**src/rtl/sort_pipe_if.sv**
```systemverilog
// Handshake bundle for sort_pipe: the upstream vector input and the downstream
// sorted output. The slave modport is the sorter's view and the master modport
// is the view of the logic that drives it.
interface sort_pipe_if #(
  parameter int WIDTH = 8,
  parameter int NUM   = 8
);
  logic                 in_valid;
  logic                 in_ready;
  logic                 in_desc;
  logic [NUM*WIDTH-1:0] in_data;
  logic                 out_valid;
  logic                 out_ready;
  logic                 out_desc;
  logic [NUM*WIDTH-1:0] out_data;

  modport master (
    output in_valid, in_desc, in_data, out_ready,
    input  in_ready, out_valid, out_desc, out_data
  );

  modport slave (
    input  in_valid, in_desc, in_data, out_ready,
    output in_ready, out_valid, out_desc, out_data
  );
endinterface

```
**src/rtl/sort_pipe.sv**
```systemverilog
// Pipelined bitonic sorter. Each pipeline stage holds the result of exactly one
// compare-exchange layer, so one vector can enter every cycle. The whole
// pipeline advances together whenever the output slot is empty or being taken.
// Descending vectors are produced by reversing the ascending result on the way
// into the last stage register, so the mode costs no extra stage.
module sort_pipe #(
  parameter int WIDTH   = 8,
  parameter int NUM     = 8,
  parameter int LOG2NUM = 3
) (
  input logic        clk,
  input logic        rst,
  sort_pipe_if.slave bus
);
  localparam int STAGES = LOG2NUM * (LOG2NUM + 1) / 2;
  localparam int VW     = NUM * WIDTH;

  if ((1 << LOG2NUM) != NUM) begin : g_bad_log2num
    $fatal(1, "sort_pipe: LOG2NUM does not match NUM");
  end

  logic              adv;
  logic [STAGES-1:0] valid_q;
  logic [STAGES-1:0] desc_q;
  logic [VW-1:0]     data_q   [STAGES];
  logic [VW-1:0]     stage_in [STAGES];
  logic [VW-1:0]     lay_d    [STAGES];
  logic [STAGES-1:0] vin;
  logic [STAGES-1:0] din;

  // One compare-exchange layer (k = merge level, j = pair distance exponent).
  // Equal elements are left in place.
  function automatic logic [VW-1:0] cas_layer(input logic [VW-1:0] v, input int k, input int j);
    logic [WIDTH-1:0] a;
    logic [WIDTH-1:0] b;
    logic             up;
    int               p;
    cas_layer = v;
    for (int i = 0; i < NUM; i++) begin
      if (((i >> j) & 1) == 0) begin
        p  = i ^ (1 << j);
        a  = v[i*WIDTH +: WIDTH];
        b  = v[p*WIDTH +: WIDTH];
        up = (((i >> k) & 1) == 0);
        if (up ? (a > b) : (a < b)) begin
          cas_layer[i*WIDTH +: WIDTH] = b;
          cas_layer[p*WIDTH +: WIDTH] = a;
        end
      end
    end
  endfunction

  function automatic logic [VW-1:0] reverse_vec(input logic [VW-1:0] v);
    for (int i = 0; i < NUM; i++)
      reverse_vec[i*WIDTH +: WIDTH] = v[(NUM-1-i)*WIDTH +: WIDTH];
  endfunction

  assign adv           = !valid_q[STAGES-1] || bus.out_ready;
  assign bus.in_ready  = adv && !rst;
  assign bus.out_valid = valid_q[STAGES-1];
  assign bus.out_desc  = desc_q[STAGES-1];
  assign bus.out_data  = data_q[STAGES-1];

  // Operands feeding each layer: the input port for the first, the previous register otherwise.
  always_comb begin
    stage_in[0] = bus.in_data;
    vin[0]      = bus.in_valid && bus.in_ready;
    din[0]      = bus.in_desc;
    for (int s = 1; s < STAGES; s++) begin
      stage_in[s] = data_q[s-1];
      vin[s]      = valid_q[s-1];
      din[s]      = desc_q[s-1];
    end
  end

  // Compare-exchange network, layers ordered k = 1..LOG2NUM, j = k-1..0; the
  // last layer's result is reversed for descending vectors.
  always_comb begin
    int s;
    for (int t = 0; t < STAGES; t++) lay_d[t] = stage_in[t];
    s = 0;
    for (int k = 1; k <= LOG2NUM; k++) begin
      for (int j = k - 1; j >= 0; j--) begin
        lay_d[s] = cas_layer(stage_in[s], k, j);
        s++;
      end
    end
    if (din[STAGES-1]) lay_d[STAGES-1] = reverse_vec(lay_d[STAGES-1]);
  end

  // Pipeline registers: shift together on adv; data/mode only load with a valid vector.
  always_ff @(posedge clk) begin
    if (rst) begin
      valid_q <= '0;
      desc_q  <= '0;
      for (int s = 0; s < STAGES; s++) data_q[s] <= '0;
    end else if (adv) begin
      for (int s = 0; s < STAGES; s++) begin
        valid_q[s] <= vin[s];
        if (vin[s]) begin
          data_q[s] <= lay_d[s];
          desc_q[s] <= din[s];
        end
      end
    end
  end
endmodule

```
**src/flat_wrapper.sv**
```systemverilog
// flat-port wrapper written by rule: the top's interface ports become plain ports
module sort_pipe_flat 
#(
  parameter int WIDTH   = 8,
  parameter int NUM     = 8,
  parameter int LOG2NUM = 3
)
  (clk, rst, bus_in_valid, bus_in_desc, bus_in_data, bus_out_ready, bus_in_ready, bus_out_valid, bus_out_desc, bus_out_data);
  sort_pipe_if #(.WIDTH(WIDTH), .NUM(NUM)) bus_i ();
  input logic clk;
  input logic rst;
  input wire logic [$bits(bus_i.in_valid)-1:0] bus_in_valid;
  input wire logic [$bits(bus_i.in_desc)-1:0] bus_in_desc;
  input wire logic [$bits(bus_i.in_data)-1:0] bus_in_data;
  input wire logic [$bits(bus_i.out_ready)-1:0] bus_out_ready;
  output wire logic [$bits(bus_i.in_ready)-1:0] bus_in_ready;
  output wire logic [$bits(bus_i.out_valid)-1:0] bus_out_valid;
  output wire logic [$bits(bus_i.out_desc)-1:0] bus_out_desc;
  output wire logic [$bits(bus_i.out_data)-1:0] bus_out_data;
  assign bus_i.in_valid = bus_in_valid;
  assign bus_i.in_desc = bus_in_desc;
  assign bus_i.in_data = bus_in_data;
  assign bus_i.out_ready = bus_out_ready;
  assign bus_in_ready = bus_i.in_ready;
  assign bus_out_valid = bus_i.out_valid;
  assign bus_out_desc = bus_i.out_desc;
  assign bus_out_data = bus_i.out_data;
  sort_pipe #(.WIDTH(WIDTH), .NUM(NUM), .LOG2NUM(LOG2NUM)) u_core (.clk(clk), .rst(rst), .bus(bus_i));
endmodule
```
**config.mk**
```make
export PLATFORM = sky130hd
export DESIGN_NAME = sort_pipe_flat
export DESIGN_NICKNAME = d
export VERILOG_FILES = /design/src/rtl/sort_pipe_if.sv /design/src/rtl/sort_pipe.sv /design/src/flat_wrapper.sv
export SDC_FILE = /design/constraint.sdc
export NUM_CORES = 1
export LEC_CHECK = 0
export ABC_AREA = 1
export CORE_MARGIN = 8
export CORE_UTILIZATION = 45
export CTS_CLUSTER_SIZE = 10
export DETAILED_ROUTE_END_ITERATION = 12
export GPL_ROUTABILITY_DRIVEN = 0
export HOLD_SLACK_MARGIN = 0.08
export PLACE_DENSITY = 0.61
export SLEW_MARGIN = 20
export SYNTH_ARGS = -nofsm -noshare
export SYNTH_HDL_FRONTEND = slang
export SYNTH_SLANG_ARGS = --single-unit
```
**constraint.sdc**
```tcl
create_clock -name clk -period 10.8 [get_ports clk]
set_clock_uncertainty 0.15 [all_clocks]
set_input_delay 2.16 -clock clk [delete_from_list [all_inputs] [get_ports clk]]
set_output_delay 2.16 -clock clk [all_outputs]
set_load 0.03 [all_outputs]
```
== After elaboration in Yosys (flattened, before gate mapping) ==
Memories as Yosys holds them, arrays and structs flattened.
Index checks and enable logic that the tools add are counted.
Word-level totals
  memory bits (writable): 384
  register bits: 12
  memories kept: 1
  output and inout bits: 67
  input port bits: 69
Memories
  u_core.data_q: depth 6, width 64, rd ports 6, clocked after Yosys merged registers in 0, wr ports 6, line sort_pipe.sv:25  | logic [VW-1:0] data_q [STAGES];
Cells by class
  magnitude comparators: 24
  mux-type cells: 69
  reduce and logical (&&, ||, !) cells: 11
  bitwise operators: 6
Operators with widths (number)
  64-bit two-way mux: 7
  16-bit two-way mux: 12
  8-bit two-way mux: 24
  8-bit > comparator: 18
  8-bit less-than comparator: 6
  1-bit two-way mux: 26
  2-bit AND reduction: 6
  1-bit OR: 6
  1-bit logical AND: 2
  1-bit logical NOT: 2
  1-bit logical OR: 1

== Longest topological paths before layout ==
Gate-level depths: netlist of the first run.
  depth after elaboration: 9
  depth in mapped cells: 14
  gate-level depth less buffers: 13

== Least setup slack after synthesis of the first run ==
Ideal clock, no wire load.
  path kind: input to register
  start point: input port bus_out_ready
  end point: memory u_core.data_q[0][100] (netlist name), enable pin
  setup time: 0.577 ns
  buffers on the path: 0
  stages: 2
  path slack: 3.298 ns
  arrival time: 6.776 ns
  cells stage by stage: nor2_2 -> o21ai_0
RTL lines
  from (decl): line flat_wrapper.sv:15  | input wire logic [$bits(bus_i.out_ready)-1:0] bus_out_ready;
  to (decl): line sort_pipe.sv:25

== Worst setup path after layout of the first run ==
  start point: input port bus_out_ready
  end point: output port bus_in_ready
On the way
  cells in the longest elaborated chain, start to end: 2
Ends and longest elaborated chain
  1-bit logical OR: line sort_pipe.sv:58  | assign adv = !valid_q[STAGES-1] || bus.out_ready;
  1-bit logical AND: line sort_pipe.sv:59  | assign bus.in_ready = adv && !rst;
  to (decl): line flat_wrapper.sv:16  | output wire logic [$bits(bus_i.in_ready)-1:0] bus_in_ready;
Every way passes these cells.

==> results of run 1 <==
==> layer usage <==
metal  routed length, um  up-vias  track usage, %
li1                    -    10600               -
met3                2330      113            2.50
met5                   0        -               0
met1               25400     9464            21.1
met2               29600      445            31.8
met4                1830        0            6.30
==> placed cells by master (no fill, tap or decap), types with 2 or more instances in the layout <==
cell	count
a21o_1	4
a21oi_1	388
buf_4	13
buf_6	6
buf_8	7
clkbuf_1	15
clkbuf_16	49
clkbuf_8	2
clkdlybuf4s50_1	135
clkinv_1	3
clkinv_2	3
dfxtp_1	12
edfxtp_1	384
ha_1	186
inv_1	409
inv_2	4
inv_6	2
nand2_1	619
nand2_2	10
nand3_1	466
nand3b_1	48
nand4_1	14
nand4_2	4
nor2_1	363
nor2_4	5
o21a_1	20
o21ai_0	27
o21ai_4	4
o22ai_1	3
==> registers in the layout (all words and copies together) (netlist names) <==
signal and cells:
u_core.valid_q 6, u_core.data_q 384, u_core.desc_q 6
==> cells by family after synthesis <==
family                     after synthesis
AOI/OAI and AO/OA                      448
adders and majority gates              186
buffers and inverters                  656
DFF                                    396
and+or+nand+nor                       1532
==> area by class of cell <==
cell class | instances | area (um^2) | area share (%)
sequential | 396 | 11800 | 41.1
multi-input combinational | 2166 | 11300 | 39.7
timing repair buffer | 161 | 1620 | 5.67
inverter | 413 | 1550 | 5.42
clock buffer | 66 | 1310 | 4.58
tap | 765 | 957 | 3.35
clock inverter | 9 | 52.6 | 0.184
==> worst register-to-register path: stages (launching register included) <==
cell      delay [ns]
edfxtp_1        0.45
ha_1            0.35
inv_1           0.06
nor2_1          0.04
o21ai_0         0.20
nand2_1         0.09
nand2_1         0.07
nand2_1         0.54
nand3_1         0.27
nand2_1         0.07
nor2_1          0.33
==> metrics by stage <==
| stage | instance area, um^2 | worst slack (ns) | total power, mW |
|---|---|---|---|
| 4_1_cts | 28400 | 4.46 | 4.10 |
| 2_1_floorplan | 25900 | 3.30 | 2.50 |
| 3_5_place_dp | 27100 | 4.46 | 2.67 |
| 5_1_grt | 28600 | 4.34 | 4.29 |
| 6_report | 28600 | 4.45 | 4.07 |
| 3_3_place_gp | 27100 | 4.48 | 2.64 |
==> power breakdown <==
group	switching (mW)	internal, mW
combinational	0.500	0.282
sequential	0.0716	1.79
clock	0.588	0.835
==> path summary, 6_finish.rpt <==
path	from	end	slack [ns]	cells after the start
worst min-delay path	u_core.desc_q[0]	u_core.desc_q[0]	0.31	2
worst max-delay path	bus_out_ready	bus_in_ready	4.45	6
worst min register to register	u_core.desc_q[0]	u_core.desc_q[0]	0.31	2
worst max register to register	u_core.data_q[0][225]	u_core.data_q[0][289]	7.97	10
==> results by group, run 1 <==
Run status
  • Status: finished clean

Timing
  • Fin. Hold Viols: 0
  • Fmax: between 150 and 200 MHz
  • Worst hold slack: between 0.3 and 0.4 ns
  • Slew @ Worst Pin: roughly 1.0 ns
  • Final setup fails: 0
  • Rel. slew slack: around a third
  • Crit share post-route: 58.8%
  • Pins Over Slew Limit: 0
  • Min cycle time layout: around 6.4 ns
  • Unrepaired setup endpoints after global routing: false
  • Setup_tns: 0 ns

Synth
  • Main combinational cell family by area after synthesis: simple AND/OR/NAND/NOR gates
  • Sequential-to-total area share from yosys stat: between 40% and 50%
  • Area share of the largest cell type after synthesis: between 40% and 50%
  • Post-Synth Simple-Gate Area: roughly 26%
  • Distinct cells, synth: 27
  • Top cells by area, synth: edfxtp_1 (45%), nand3_1 (9.0%), nand2_1 (9.0%)
  • Async set-reset flop share out of synthesis: 0%
  • Compound-Gate Fraction of Synth Area: a little under 9%
  • Top cells by count, synth: nand2_1 (621), nand3_1 (466), inv_1 (409)
  • EDFF count, synth: roughly 380
  • Top-count cell post-synth: nand2_1
  • Fraction of the mapped netlist area in adder cells: 8.98%
  • Syn Std Cell Area: ~26000 um^2
  • Synth area leader: edfxtp_1
  • Post-synth net total: 3473
  • Synthesized flop and latch total: approximately 400
  • Synth Area in XOR/XNOR: 0%
  • Syn Inst Count: about 3200
  • Syn. warnings: 0
  • Synthesized area per cell: a little over 8 um^2
  • Post-synthesis mux area share: 0%
  • Top FF cell, synth: edfxtp_1

Cells and area
  • Final Net Count: 3441
  • Area delta synth->final: 10.5%
  • Non-filler cells, final: between 3000 and 4000
  • Ant diodes: 0
  • Share of layout cells above drive strength 1: under 10%
  • Layout filler cell count: 5457
  • Final core occ: between 40% and 50%

Route
  • DRC violation count after routing: 0
  • Detailed Routing Iterations Pass 1: 8
  • Drt wl/cell: 14.9 um
  • WL final: between 50000 and 60000 um
  • Initial DRC Count: ~1400
  • Via density: between 5 and 6
  • DR vias: about 21000
  • Post-DRT Antenna Nets: 0

Power and ir drop
  • PD cells: ~140 nW/um^2
  • Peak VDD IR: 0.105 mV
  • Leakage power: ~13 nW

GRT
  • GRT Resource Usage Total: between 10% and 20%
  • First-pass GRT wire length: ~97000 um
  • Vias in the first global route: around 19000
  • Grt ovf: 0
  • Largest net degree at the start of global routing: 67
  • Initial antenna violation count: 0

Setup path
  • Crit path capture type: output port
  • Worst path required time: about 8.5 ns
  • Crit path kind: input pin to output port
  • Buf/Inv on CP: 4
  • Crit path max-delay family: buffers and inverters
  • CP dominant cell by count: clkdlybuf4s50_1
  • Crit path launch type: input pin
  • Crit Path Max Fanout: 7
  • Critical path, cell by cell: clkdlybuf4s50_1 -> nor2_2 -> inv_2 -> nand2_4 -> inv_1 -> clkdlybuf4s50_1
  • Worst stage delay on the critical path: ~0.59 ns
  • Slowest CP cell: clkdlybuf4s50_1
  • WP data arrival: a little over 4 ns

Floorplan
  • Ports: around 140
  • # rows: just under 90
  • Die area: 65500 um^2
  • Core area: about 57000 um^2
  • Initial Util: 45.2%
  • Die Width: between 200 and 300 um
  • Die extent in y: between 200 and 300 um

Clocking
  • Clk Latency, worst-skew pair: approximately 0.58 ns
  • Post CTS Setup Buffer Count: 0
  • Clk root buf: clkbuf_16
  • CTS Sinks: between 300 and 400
  • Cts repair resizes: 0
  • CTS tree: yes
  • CTS clock-pin slew for the worst setup and hold paths: approximately 0.05 ns
  • H-Tree Depth: 2
  • Clock buffer depth: 3
  • Total CTS buffers: 48
  • Post-CTS Hold Fix Bufs: 0

Job
  • Maxcap violations: 0

Placed design
  • Cell total after placement: around 4000
  • Number of port buffers: between 100 and 150
  • Dpl hpwl: 45300 um

Worst hold path
  • Hold WC Path Type: flip-flop to flip-flop
(Power assumes the default switching activity.)
==> run 2: changes to the inputs <==
--- a/config.mk
+++ b/config.mk
@@ -12,7 +12,7 @@
 export DETAILED_ROUTE_END_ITERATION = 12
 export GPL_ROUTABILITY_DRIVEN = 0
 export HOLD_SLACK_MARGIN = 0.08
-export PLACE_DENSITY = 0.61
+export PLACE_DENSITY = 0.63
 export SLEW_MARGIN = 20
 export SYNTH_ARGS = -nofsm -noshare
 export SYNTH_HDL_FRONTEND = slang
==> constraint.sdc (replaced) <==
create_clock -name clk -period 5.6 [get_ports clk]
set_clock_uncertainty 0.15 [all_clocks]
set_input_delay 1.12 -clock clk [delete_from_list [all_inputs] [get_ports clk]]
set_output_delay 1.12 -clock clk [all_outputs]
set_load 0.03 [all_outputs]
==> results by group, run 2 (same netlist as run 1, synthesis figures left out) <==
Timing
  • Unrepaired setup endpoints after global routing: false
  • Worst hold slack: between 0.3 and 0.4 ns
  • Min cycle time layout: about 4.2 ns
  • Pins Over Slew Limit: 0
  • Fmax: roughly 240 MHz
  • Slew @ Worst Pin: a little over 1 ns
  • Fin. Hold Viols: 0
  • Final setup fails: 0
  • Rel. slew slack: about 30%
  • Crit share post-route: 75.9%

Setup path
  • WP data arrival: between 2 and 3 ns
  • Worst reg2reg path startpoint: u_core.data_q[0][143]
  • Crit path kind: input pin to output port
  • Crit Path Max Fanout: 7
  • R2R setup slack: about 2.8 ns
  • Worst path required time: around 4.3 ns
  • Crit path capture type: output port
  • Capturing point of the worst reg2reg path: u_core.data_q[0][235]
  • Crit path launch type: input pin
  • Cells on worst reg2reg path: 7

Clocking
  • H-Tree Depth: 2
  • Cts repair resizes: 0
  • Post CTS Setup Buffer Count: 0
  • Post-CTS Hold Fix Bufs: 0
  • CTS Sinks: around 400
  • Clock buffer depth: 3
  • Clk Latency, worst-skew pair: 0.57 ns
  • CTS tree: yes
  • Clk root buf: clkbuf_16
  • CTS clock-pin slew for the worst setup and hold paths: roughly 0.050 ns
  • Total CTS buffers: 47

Power and ir drop
  • PD cells: ~280 nW/um^2
  • Leakage power: 12.5 nW
  • Peak VDD IR: 0.198 mV
  • Final Power: around 7.9 mW

GRT
  • Met1 usage: about a fifth
  • Initial antenna violation count: 0
  • Vias in the first global route: 18900
  • Most Used Layer, Global Route: met2
  • Met3 GRT Util: roughly 2.7%
  • Largest net degree at the start of global routing: 66
  • GRT Resource Usage Total: between 10% and 20%
  • Met2 Usage GRT: 29.9%
  • First-pass GRT wire length: approximately 94000 um
  • Grt ovf: 0

Cells and area
  • Most frequent cells in the layout: nand2_1 (619), nand3_1 (466), inv_1 (409), a21oi_1 (388), edfxtp_1 (384)
  • Area of the multi-input gates: roughly 11000 um^2
  • Layout filler cell count: 5363
  • Share of layout cells above drive strength 1: 3.43%
  • Reg area: approximately 12000 um^2
  • Largest regs: u_core.data_q: 384 flops, u_core.desc_q: 6 flops, u_core.valid_q: 6 flops
  • Area delta synth->final: 10.5%
  • Commonest non-fill, non-tap cell in the layout: nand2_1
  • Max reg flops: about 380
  • Final Net Count: approximately 3400
  • Biggest register: u_core.data_q
  • Ant diodes: 0

Floorplan
  • # rows: approximately 90
  • Die area: 65500 um^2
  • Ports: about 140
  • Die Width: about 260 um
  • Die extent in y: approximately 260 um
  • Initial Util: between 40% and 50%
  • Core area: between 50000 and 60000 um^2

Worst hold path
  • Hold Path Cell Cnt: 2
  • Hold WC Path Type: flip-flop to flip-flop
  • Hold Startpoint: u_core.desc_q[2]
  • Worst Hold End: u_core.desc_q[3]

Route
  • DRC violation count after routing: 0
  • Via density: between 5 and 6
  • Post-DRT Antenna Nets: 0
  • WL final: between 50000 and 60000 um
  • DR vias: roughly 21000
  • Drt wl/cell: 14.6 um
  • Initial DRC Count: ~1400
  • Detailed Routing Iterations Pass 1: 7

Job
  • Maxcap violations: 0

Placed design
  • Number of port buffers: ~140
  • Dpl hpwl: approximately 44000 um

Run status
  • Status: finished clean
==> run 2: layout make-up <==
cell class | instances | share of cell area [%]
Sequential cell | 396 | 41.1
Multi-Input combinational cell | 2166 | 39.6
Timing Repair Buffer | 163 | 5.72
Inverter | 413 | 5.41
Clock buffer | 65 | 4.49
Tap cell | 765 | 3.34
Clock inverter | 6 | 0.267
==> run 2: power breakdown <==
part	internal (mW)	total [mW]	switching, mW
registers	3.46	3.59	0.138
clock network	1.66	2.78	1.11
logic	0.543	1.51	0.963
total	5.66	7.87	2.21
==> run 2: through the flow <==
step,util [%],area [um^2],TNS (ns),std cells,setup WS [ns]
after floorplan,-,25900,-222.99,3218,-0.862
after global placement,47.3,27100,0,3888,1.37
after detailed placement,47.3,27100,0,3888,1.33
after CTS,49.7,28400,0,3959,1.33
after global routing,50.0,28600,0,3974,1.26
final,50.0,28600,0,3974,1.35
==> run 2: worst max path at each step <==
stage / start / endpoint / slack, ns / depth (start not counted)
6_report: bus_out_ready / bus_in_ready / 1.35 / 6
5_1_grt: bus_out_ready / bus_in_ready / 1.26 / 6
4_1_cts: bus_out_ready / bus_in_ready / 1.33 / 6
3_5_place_dp: bus_out_ready / bus_in_ready / 1.33 / 6
3_3_place_gp: bus_out_ready / bus_in_ready / 1.37 / 6
2_1_floorplan: bus_out_ready / u_core.data_q[0][100] / -0.86 / 2
==> run 2: critical path: stages <==
cell and delay (ns):
clkdlybuf4s50_1 0.41, nor2_2 0.47, inv_2 0.12, nand2_4 0.20
inv_1 0.06, clkdlybuf4s50_1 0.59
==> run 2: layer usage <==
| metal | vias up | share of wire (%) |
|---|---|---|
| li1 | 10600 | - |
| met1 | 9385 | 43 |
| met2 | 521 | 48 |
| met3 | 125 | 4.5 |
| met4 | 0 | 3.7 |
| met5 | - | 0 |
==> run 3: changes to the inputs <==
--- a/config.mk
+++ b/config.mk
@@ -12,7 +12,7 @@
 export DETAILED_ROUTE_END_ITERATION = 12
 export GPL_ROUTABILITY_DRIVEN = 0
 export HOLD_SLACK_MARGIN = 0.08
-export PLACE_DENSITY = 0.63
+export PLACE_DENSITY = 0.61
 export SLEW_MARGIN = 20
 export SYNTH_ARGS = -nofsm -noshare
 export SYNTH_HDL_FRONTEND = slang
==> constraint.sdc (replaced) <==
create_clock -name clk -period 4.2 [get_ports clk]
set_clock_uncertainty 0.15 [all_clocks]
set_input_delay 0.84 -clock clk [delete_from_list [all_inputs] [get_ports clk]]
set_output_delay 0.84 -clock clk [all_outputs]
set_load 0.03 [all_outputs]
==> results by group, run 3 (same netlist as run 1, synthesis figures left out) <==
Cells and area
  • Commonest non-fill, non-tap cell in the layout: nand2_1
  • Share of layout cells above drive strength 1: under 10%
  • Most frequent cells in the layout: nand2_1 (619), nand3_1 (466), inv_1 (409), a21oi_1 (388), edfxtp_1 (384)
  • Area delta synth->final: 10.4%
  • Largest regs: u_core.data_q: 384 flops, u_core.desc_q: 6 flops, u_core.valid_q: 6 flops
  • Ant diodes: 0
  • Final Net Count: 3447
  • Max reg flops: around 380
  • Final Cell Area: about 29000 um^2
  • Biggest register: u_core.data_q

Setup path
  • Crit path kind: input pin to output port
  • Crit path launch type: input pin
  • Cells on worst reg2reg path: 10
  • Crit path capture type: output port
  • WP data arrival: 2.72 ns
  • Crit Path Max Fanout: 7
  • Worst path required time: between 3 and 4 ns

Floorplan
  • Die Width: 256 um
  • Die extent in y: 256 um
  • Core area: 57300 um^2
  • Die area: approximately 65000 um^2
  • # rows: just under 90
  • Initial Util: between 40% and 50%
  • Ports: roughly 140

Power and ir drop
  • PD cells: 364 nW/um^2
  • Leakage power: approximately 13 nW
  • Final Power: approximately 10 mW
  • Peak VDD IR: around 0.25 mV

Clocking
  • Post CTS Setup Buffer Count: 0
  • CTS Sinks: 396
  • CTS clock-pin slew for the worst setup and hold paths: about 0.050 ns
  • Total CTS buffers: 47
  • Clk Latency, worst-skew pair: 0.57 ns
  • Clk root buf: clkbuf_16
  • Cts repair resizes: 0
  • Post-CTS Hold Fix Bufs: 0
  • CTS tree: yes
  • H-Tree Depth: 2
  • Clock buffer depth: 3

Route
  • Drt wl/cell: 14.9 um
  • Via density: ~5.2
  • Detailed Routing Iterations Pass 1: 6
  • DRC violation count after routing: 0
  • Initial DRC Count: between 1000 and 1500
  • Post-DRT Antenna Nets: 0
  • WL final: between 50000 and 60000 um
  • DR vias: just over 20000

Timing
  • Pins Over Slew Limit: 0
  • Rel. slew slack: 31.4%
  • Fin worst setup slack: a little under 0.5 ns
  • Final setup fails: 0
  • Fin. Hold Viols: 0
  • Min cycle time layout: between 3 and 4 ns
  • Unrepaired setup endpoints after global routing: false
  • Fmax: around 270 MHz
  • Crit share post-route: 88.3%
  • Slew @ Worst Pin: between 1 and 1.5 ns
  • Setup_tns: 0 ns
  • Worst hold slack: 0.321 ns

GRT
  • First-pass GRT wire length: approximately 96000 um
  • Vias in the first global route: roughly 19000
  • Grt ovf: 0
  • Initial antenna violation count: 0
  • Largest net degree at the start of global routing: 66
  • GRT Resource Usage Total: 17.3%

Placed design
  • Number of port buffers: ~140
  • DP Worst Slack: slightly below 0.5 ns
  • Dpl hpwl: about 46000 um
  • Placed cell area: around 27000 um^2

Run status
  • Status: finished clean

Worst hold path
  • Hold WC Path Type: flip-flop to flip-flop
  • Hold Path Cell Cnt: 2

Job
  • Maxcap violations: 0
run 3: critical path, stage by stage:
cell and delay (ns):
clkdlybuf4s50_1 0.41, nor2_2 0.49, inv_2 0.13, nand2_4 0.20, inv_1 0.06, clkdlybuf4s50_1 0.59
run 3: metal layers:
layer	wire, um	GRT usage [%]
met1	25500	20.9
met2	29300	31.1
met3	2450	2.59
met4	2130	6.48
met5	0	0
run 3: through the flow:
stage	instances	util, %
4_1_cts	3980	49.9
5_1_grt	3981	50.0
2_1_floorplan	3218	-
3_5_place_dp	3907	47.6
6_report	3981	50.0
3_3_place_gp	3907	47.6
run 3: report_power, final:
part	switching (mW)	internal (mW)	total [mW]	leakage [nW]
clock network	1.48	2.12	3.60	0.647
logic	1.28	0.728	2.01	7.75
registers	0.195	4.61	4.80	4.12
total	2.95	7.46	10.4	12.5
run 3: path summary, 6_finish.rpt:
path	start	endpoint	slack, ns
worst max register to register	u_core.data_q[0][81]	u_core.data_q[0][155]	1.49
worst min-delay path	u_core.desc_q[5]	u_core.desc_q[5]	0.32
worst min register to register	u_core.desc_q[5]	u_core.desc_q[5]	0.32
worst max-delay path	bus_out_ready	bus_in_ready	0.49
run 3: final cells by class:
cell class / instances / area (um^2)
Clock inverter: 5 / 22.5
Clock buffer: 68 / 1310
Multi-Input combinational cell: 2166 / 11300
Sequential cell: 396 / 11800
Tap cell: 765 / 957
Inverter: 413 / 1550
Fill cell: 5391 / 28700
Timing Repair Buffer: 168 / 1640
